--- config.mk ---
export PLATFORM = sky130hd
export DESIGN_NAME = inference_stream_adapter
export DESIGN_NICKNAME = d
export VERILOG_FILES = /design/src/rtl/inference_stream_pkg.sv /design/src/rtl/inference_stream_adapter_result_serializer.sv /design/src/rtl/inference_stream_adapter.sv
export SDC_FILE = /design/constraint.sdc
export NUM_CORES = 1
export LEC_CHECK = 0
export ABC_CLOCK_PERIOD_IN_PS = 5900
export BUFFER_PORTS_ARGS = -buffer_cell sky130_fd_sc_hd__buf_2
export CAP_MARGIN = 20
export CORE_MARGIN = 5
export CORE_UTILIZATION = 45
export DETAILED_ROUTE_END_ITERATION = 8
export MAX_ROUTING_LAYER = met4
export PLACE_DENSITY = 0.75
export SLEW_MARGIN = 20
export SYNTH_ARGS = -nofsm -noshare
export SYNTH_HDL_FRONTEND = slang
export SYNTH_SLANG_ARGS = --single-unit
--- constraint.sdc ---
create_clock -name clk -period 5.9 [get_ports clk]
set_input_delay 1.475 -clock clk [delete_from_list [all_inputs] [get_ports clk]]
set_output_delay 1.475 -clock clk [all_outputs]
set_load 0.005 [all_outputs]
--- src/rtl/inference_stream_pkg.sv ---
// Shared types and constants for the inference stream adapter: FSM states,
// the default fixed-point format and the index-width helper.
package inference_stream_pkg;

  localparam int FX_W            = 25;
  localparam int FX_NFRAC        = 16;
  localparam int DEF_INPUT_SIZE  = 16;
  localparam int DEF_OUTPUT_SIZE = 5;

  typedef logic signed [FX_W-1:0] fx_t;

  localparam fx_t ONE_FX = fx_t'(1) << FX_NFRAC;

  typedef enum logic [1:0] {
    S_LOAD,
    S_FIRE,
    S_WAIT,
    S_DRAIN
  } state_t;

  function automatic int idx_w(input int n);
    return (n <= 1) ? 1 : $clog2(n);
  endfunction

endpackage

--- src/rtl/inference_stream_adapter_result_serializer.sv ---
// Captures the core's parallel scores (optionally clamping negatives to 1.0)
// and replays them one word per valid/ready handshake with a last marker.
module result_serializer
  import inference_stream_pkg::*;
#(
  parameter int WIDTH       = FX_W,
  parameter int NFRAC       = FX_NFRAC,
  parameter int OUTPUT_SIZE = DEF_OUTPUT_SIZE,
  parameter int CLAMP_NEG   = 1
) (
  input  logic                    clk,
  input  logic                    reset,
  input  logic                    i_capture,
  input  logic signed [WIDTH-1:0] i_scores [OUTPUT_SIZE],
  input  logic                    i_out_ready,
  output logic signed [WIDTH-1:0] o_out_data,
  output logic                    o_out_valid,
  output logic                    o_out_last,
  output logic                    o_done
);

  localparam int OIW = idx_w(OUTPUT_SIZE);
  localparam logic [OIW-1:0] LAST_IDX = OIW'(OUTPUT_SIZE - 1);
  localparam logic signed [WIDTH-1:0] ONE =
    (WIDTH == FX_W && NFRAC == FX_NFRAC) ? WIDTH'(ONE_FX) : (WIDTH'(1) << NFRAC);

  logic signed [WIDTH-1:0] r_res [OUTPUT_SIZE];
  logic signed [WIDTH-1:0] r_data;
  logic [OIW-1:0]          r_idx;
  logic                    r_valid;
  logic                    w_beat;

  function automatic logic signed [WIDTH-1:0] clamp_score(input logic signed [WIDTH-1:0] s);
    if (CLAMP_NEG != 0 && s[WIDTH-1]) return ONE;
    return s;
  endfunction

  assign w_beat      = r_valid && i_out_ready;
  assign o_out_last  = r_valid && (r_idx == LAST_IDX);
  assign o_done      = w_beat && o_out_last;
  assign o_out_data  = r_data;
  assign o_out_valid = r_valid;

  // Capture stage; out_data is preloaded so it is a pure register output
  always_ff @(posedge clk) begin
    if (reset) begin
      r_valid <= 1'b0;
      r_idx   <= '0;
      r_data  <= '0;
      for (int k = 0; k < OUTPUT_SIZE; k++) r_res[k] <= '0;
    end else if (i_capture) begin
      for (int k = 0; k < OUTPUT_SIZE; k++) r_res[k] <= clamp_score(i_scores[k]);
      r_data  <= clamp_score(i_scores[0]);
      r_valid <= 1'b1;
      r_idx   <= '0;
    end else if (w_beat) begin
      if (r_idx == LAST_IDX) begin
        r_valid <= 1'b0;
        r_idx   <= '0;
      end else begin
        r_idx  <= r_idx + 1'b1;
        r_data <= r_res[r_idx + 1'b1];
      end
    end
  end

endmodule

--- src/rtl/inference_stream_adapter.sv ---
// Streams feature words into the jet-tagging core, fires it, waits for its
// result edge (with timeout) and streams the class scores back out.
module inference_stream_adapter
  import inference_stream_pkg::*;
#(
  parameter int WIDTH       = FX_W,
  parameter int NFRAC       = FX_NFRAC,
  parameter int INPUT_SIZE  = DEF_INPUT_SIZE,
  parameter int OUTPUT_SIZE = DEF_OUTPUT_SIZE,
  parameter int CLAMP_NEG   = 1,
  parameter int TIMEOUT     = 4096
) (
  input  logic                    clk,
  input  logic                    reset,
  input  logic signed [WIDTH-1:0] in_data,
  input  logic                    in_valid,
  output logic                    in_ready,
  output logic signed [WIDTH-1:0] core_input_data [INPUT_SIZE],
  output logic                    core_input_ready,
  input  logic                    core_output_ready,
  input  logic signed [WIDTH-1:0] core_output_data [OUTPUT_SIZE],
  output logic signed [WIDTH-1:0] out_data,
  output logic                    out_valid,
  output logic                    out_last,
  input  logic                    out_ready,
  output logic                    busy,
  output logic                    timeout_err,
  output logic [31:0]             infer_count
);

  localparam int IIW = idx_w(INPUT_SIZE);
  localparam logic [IIW-1:0] LAST_IN  = IIW'(INPUT_SIZE - 1);
  localparam logic [31:0]    TMO_LAST = 32'(TIMEOUT - 1);

  state_t                  r_state;
  logic [IIW-1:0]          r_idx;
  logic [31:0]             r_tmo;
  logic [31:0]             r_count;
  logic                    r_rdy_q;
  logic                    r_start;
  logic                    r_tmo_err;
  logic signed [WIDTH-1:0] r_feat [INPUT_SIZE];
  logic                    w_accept;
  logic                    w_capture;
  logic                    w_done;

  assign in_ready         = !reset && (r_state == S_LOAD);
  assign w_accept         = in_valid && in_ready;
  // Edge-qualified so a level left high by the previous inference is ignored
  assign w_capture        = (r_state == S_WAIT) && core_output_ready && !r_rdy_q;
  assign busy             = (r_state != S_LOAD) || (r_idx != '0);
  assign core_input_data  = r_feat;
  assign core_input_ready = r_start;
  assign timeout_err      = r_tmo_err;
  assign infer_count      = r_count;

  // Control stage: load packer, start pulse, result wait with timeout
  always_ff @(posedge clk) begin
    if (reset) begin
      r_state   <= S_LOAD;
      r_idx     <= '0;
      r_tmo     <= '0;
      r_count   <= '0;
      r_rdy_q   <= 1'b0;
      r_start   <= 1'b0;
      r_tmo_err <= 1'b0;
      for (int k = 0; k < INPUT_SIZE; k++) r_feat[k] <= '0;
    end else begin
      r_rdy_q <= core_output_ready;
      r_start <= 1'b0;
      case (r_state)
        S_LOAD: begin
          if (w_accept) begin
            r_feat[r_idx] <= in_data;
            if (r_idx == LAST_IN) begin
              r_idx   <= '0;
              r_start <= 1'b1;
              r_state <= S_FIRE;
            end else begin
              r_idx <= r_idx + 1'b1;
            end
          end
        end
        S_FIRE: begin
          r_tmo   <= '0;
          r_state <= S_WAIT;
        end
        S_WAIT: begin
          if (w_capture) begin
            r_state <= S_DRAIN;
          end else if (TIMEOUT != 0 && r_tmo == TMO_LAST) begin
            r_tmo_err <= 1'b1;
            r_state   <= S_LOAD;
          end else begin
            r_tmo <= r_tmo + 32'd1;
          end
        end
        S_DRAIN: begin
          if (w_done) begin
            r_count <= r_count + 32'd1;
            r_state <= S_LOAD;
          end
        end
        default: r_state <= S_LOAD;
      endcase
    end
  end

  result_serializer #(
    .WIDTH       (WIDTH),
    .NFRAC       (NFRAC),
    .OUTPUT_SIZE (OUTPUT_SIZE),
    .CLAMP_NEG   (CLAMP_NEG)
  ) u_ser (
    .clk         (clk),
    .reset       (reset),
    .i_capture   (w_capture),
    .i_scores    (core_output_data),
    .i_out_ready (out_ready),
    .o_out_data  (out_data),
    .o_out_valid (out_valid),
    .o_out_last  (out_last),
    .o_done      (w_done)
  );

endmodule

==> impl_metrics.py <==
metrics = {
    "run_status": {
        "status": "finished, final reports clean",
    },
    "final_layout": {
        "fin_nets": 3381,
        "stdcell_area_um2": 29700,
        "syn2layout_area_growth_pct": 23.8,
        "drive_above_1_share_pct": 24.6,
    },
    "clocking": {
        "clockBufferDepth": 3,
        "cts_max_level": 3,
        "cts_setup_buffers": 0,
        "tritoncts": "done",
        "path_clk_slew_ns": 0.06,
        "hold_buffers": 0,
        "clk-insertion-delay-late_ns": 0.60,
        "cts_root_buffer": "clkbuf_16",
        "cts_sinks": 621,
        "cts_buffers": 66,
        "cts_resized": 0,
    },
    "critical_path": {
        "crit_chain": "buf_8 -> nor2b_1 -> buf_2",
        "endpoint_kind": "primary output",
        "crit_type": "in -> out",
        "worst_r2r_endpoint": "u_ser.r_res[4][13]",
        "reg2reg_depth": 6,
        "slowest_delay_ns": 0.44,
        "timing.rr.start": "r_state[0]",
        "crit_slowest_cell": "buf_8",
        "arrival_ns": 2.18,
        "worstSetupStartpointType": "input pin",
        "worstPathRequired_ns": 4.43,
        "reg2reg_slack_ns": 2.50,
        "crit_fanout": 103,
    },
    "routing": {
        "detail_route.wl_per_cell_um": 21.4,
        "vias_per_cell": 5.52,
        "wl_um": 84800,
        "vias": 21900,
        "drtPass1Iterations": 5,
        "dr.first_iter.drc_count": 2149,
        "drc": 0,
        "drtAntennaViolNets": 0,
    },
    "synthesis": {
        "seq_area_frac_synth_pct": 56.7,
        "synth.top_cells.by_count": "nand2_1, dfxtp_1, a21oi_1",
        "synth_xor_xnor_area_share_pct": 0.984,
        "synth_compound_area_share_pct": 12.8,
        "yosys.cell_count.top_type": "nand2_1",
        "synth_seq_cells": 621,
        "synth_ff_type": "dfxtp_1",
        "post_synth.cell_area_avg_um2": 8.85,
        "yosys.area_share.simple_pct": 21.9,
        "syn_nets": 2881,
        "yosysUniqueCellTypes": 58,
        "synthAdderAreaFrac_pct": 0.625,
        "synth_edf_count": 120,
        "netlist_area_um2": 24000,
        "post-synth-top-area-fraction_pct": 41.7,
        "synth_top_family_by_area": "simple AND/OR/NAND/NOR gates",
        "async_flop_share_pct": 0,
        "synth_area_leaders": "dfxtp_1, edfxtp_1, nand2_1",
        "synthMuxAreaShare_pct": 3.25,
        "yosysWarnings": 0,
        "synthCells": 2714,
        "synth_top_cell_by_area": "dfxtp_1",
    },
    "timing": {
        "finalMaxSlewViolations": 0,
        "setup_viol": 0,
        "finalCritPeriodShare_pct": 62.0,
        "finalCriticalPeriod_ns": 3.66,
        "tightest_slew_ns": 1.16,
        "rsz0062_at_grt": "false",
        "finClkSkew_ns": 0.0190,
        "setup_tns_ns": 0,
        "hold_violations": 0,
        "slew-limit-headroom_pct": 22.6,
        "fmax_mhz": 274,
    },
    "pwr": {
        "leakagePower_nw": 11.9,
        "power_density_nw_per_um2": 301,
        "ir_drop_uv": 250,
    },
    "global_route": {
        "grt_pass1_wl_um": 122000,
        "track_usage_pct": 28.2,
        "antenna_found_initial": 8,
        "grt_max_degree": 104,
        "grt_pass1_vias": 19700,
        "gr-total-overflow": 0,
    },
    "floorplanning": {
        "dieArea_um2": 58100,
        "start_util_pct": 45.5,
        "coreArea_um2": 52800,
        "fp.dieW_um": 241,
        "rows": 84,
        "fp.dieH_um": 241,
        "io_pins": 618,
    },
    "min_path": {
        "hold_depth": 2,
        "hp-class": "reg -> reg",
        "min_from": "core_input_data[354]",
        "min_to": "core_input_data[354]",
    },
    "place": {
        "dpl_cell_area_um2": 27500,
        "place_congestion": 0.869,
        "hpwlAfterDp_um": 56200,
        "io_buffers": 616,
    },
    "flow_run": {
        "maxCapViolations": 0,
    },
}
[registers in the layout (all words and copies together), names as in the netlist]
signal	count
core_input_data	400
core_input_ready	1
infer_count	32
r_idx	4
r_rdy_q	1
r_state	2
r_tmo	32
timeout_err	1
u_ser.o_out_data	24
u_ser.o_out_valid	1
u_ser.r_idx	3
u_ser.r_res	120
[routing by layer]
metal,track usage (%),vias up,routed length [um]
li1,-,10100,-
met1,36.2,10400,33200
met2,43.6,1134,39500
met3,5.75,191,8250
met4,12.5,0,3830
met5,-,-,0
[where the power goes]
group / internal [mW] / switching [mW]
logic: 0.0914 / 0.252
clock network: 2.46 / 1.74
registers: 4.38 / 0.0235
total: 6.93 / 2.02
[metrics by stage]
| stage | power (mW) | cells | util (%) | worst slack [ns] | hold slack, ns |
|---|---|---|---|---|---|
| 6_report | 8.95 | 3960 | 56.4 | 2.24 | 0.450 |
| 5_1_grt | 9.21 | 3960 | 56.4 | 2.09 | 0.463 |
| 4_1_cts | 9.00 | 3951 | 56.2 | 1.91 | 0.451 |
| 3_5_place_dp | 4.83 | 3831 | 52.1 | 1.84 | 0.443 |
| 3_3_place_gp | 4.83 | 3830 | 52.0 | 1.83 | 0.438 |
| 2_1_floorplan | 4.65 | 2714 | - | 0.131 | 0.451 |
[placed cells by master, fill, tap and decap left out, drive strengths merged, types with 10 or more instances in the layout]
cell type / synthesis / layout
nand2: 844 / 844
buf: 15 / 647
dfxtp: 501 / 501
a21oi: 447 / 447
edfxtp: 120 / 120
and2: 119 / 119
clkbuf: 200 / 94
nor2: 87 / 87
nand3: 42 / 42
nand4: 28 / 28
mux2i: 24 / 24
mux4: 24 / 24
nor3: 23 / 23
xnor2: 21 / 21
inv: 15 / 19
o21ai: 18 / 18
clkinv: 1 / 18
a311oi: 15 / 15
nor4: 14 / 14
o21bai: 13 / 13
a22oi: 12 / 12
ha: 12 / 12
and4: 10 / 10
a41oi: 10 / 10
o22ai: 10 / 10
[worst max-delay path: cells and delay by family]
family / cells / cell delay (ns)
buffers and inverters: 2 / 0.59
AND/OR/NAND/NOR: 1 / 0.10
[how the worst max path moves through the flow]
stage          slack (ns)              start                    to
6_report             2.24              reset              in_ready
5_1_grt              2.09              reset              in_ready
4_1_cts              1.91     u_ser.r_idx[0]              out_last
3_5_place_dp         1.84              reset  core_input_data[310]
3_3_place_gp         1.83              reset  core_input_data[310]
2_1_floorplan        0.13  core_output_ready     u_ser.r_res[0][0]
[area by class of cell]
cell class              count  area, um^2
fillers                  4629       23000
flip-flops and latches    621       13600
multi-input cells        1862        9600
repair buffers            647        3360
clock buffers              94        1920
well taps                 688         861
clock inverters            26         282
inverters                  16        60.1
diodes                      6        15.0
[cells by family (layout without fill, tap and decap cells)]
kind of cell    Yosys count  count (layout)
xor+xnor                 27              27
fa+ha+maj                12              12
compound gates          561             561
simple gates           1213            1213
other cells               1               7
flops                   621             621
mux                      48              48
buf+inv                 231             783
No activity file was read; power rests on OpenSTA's default activity.
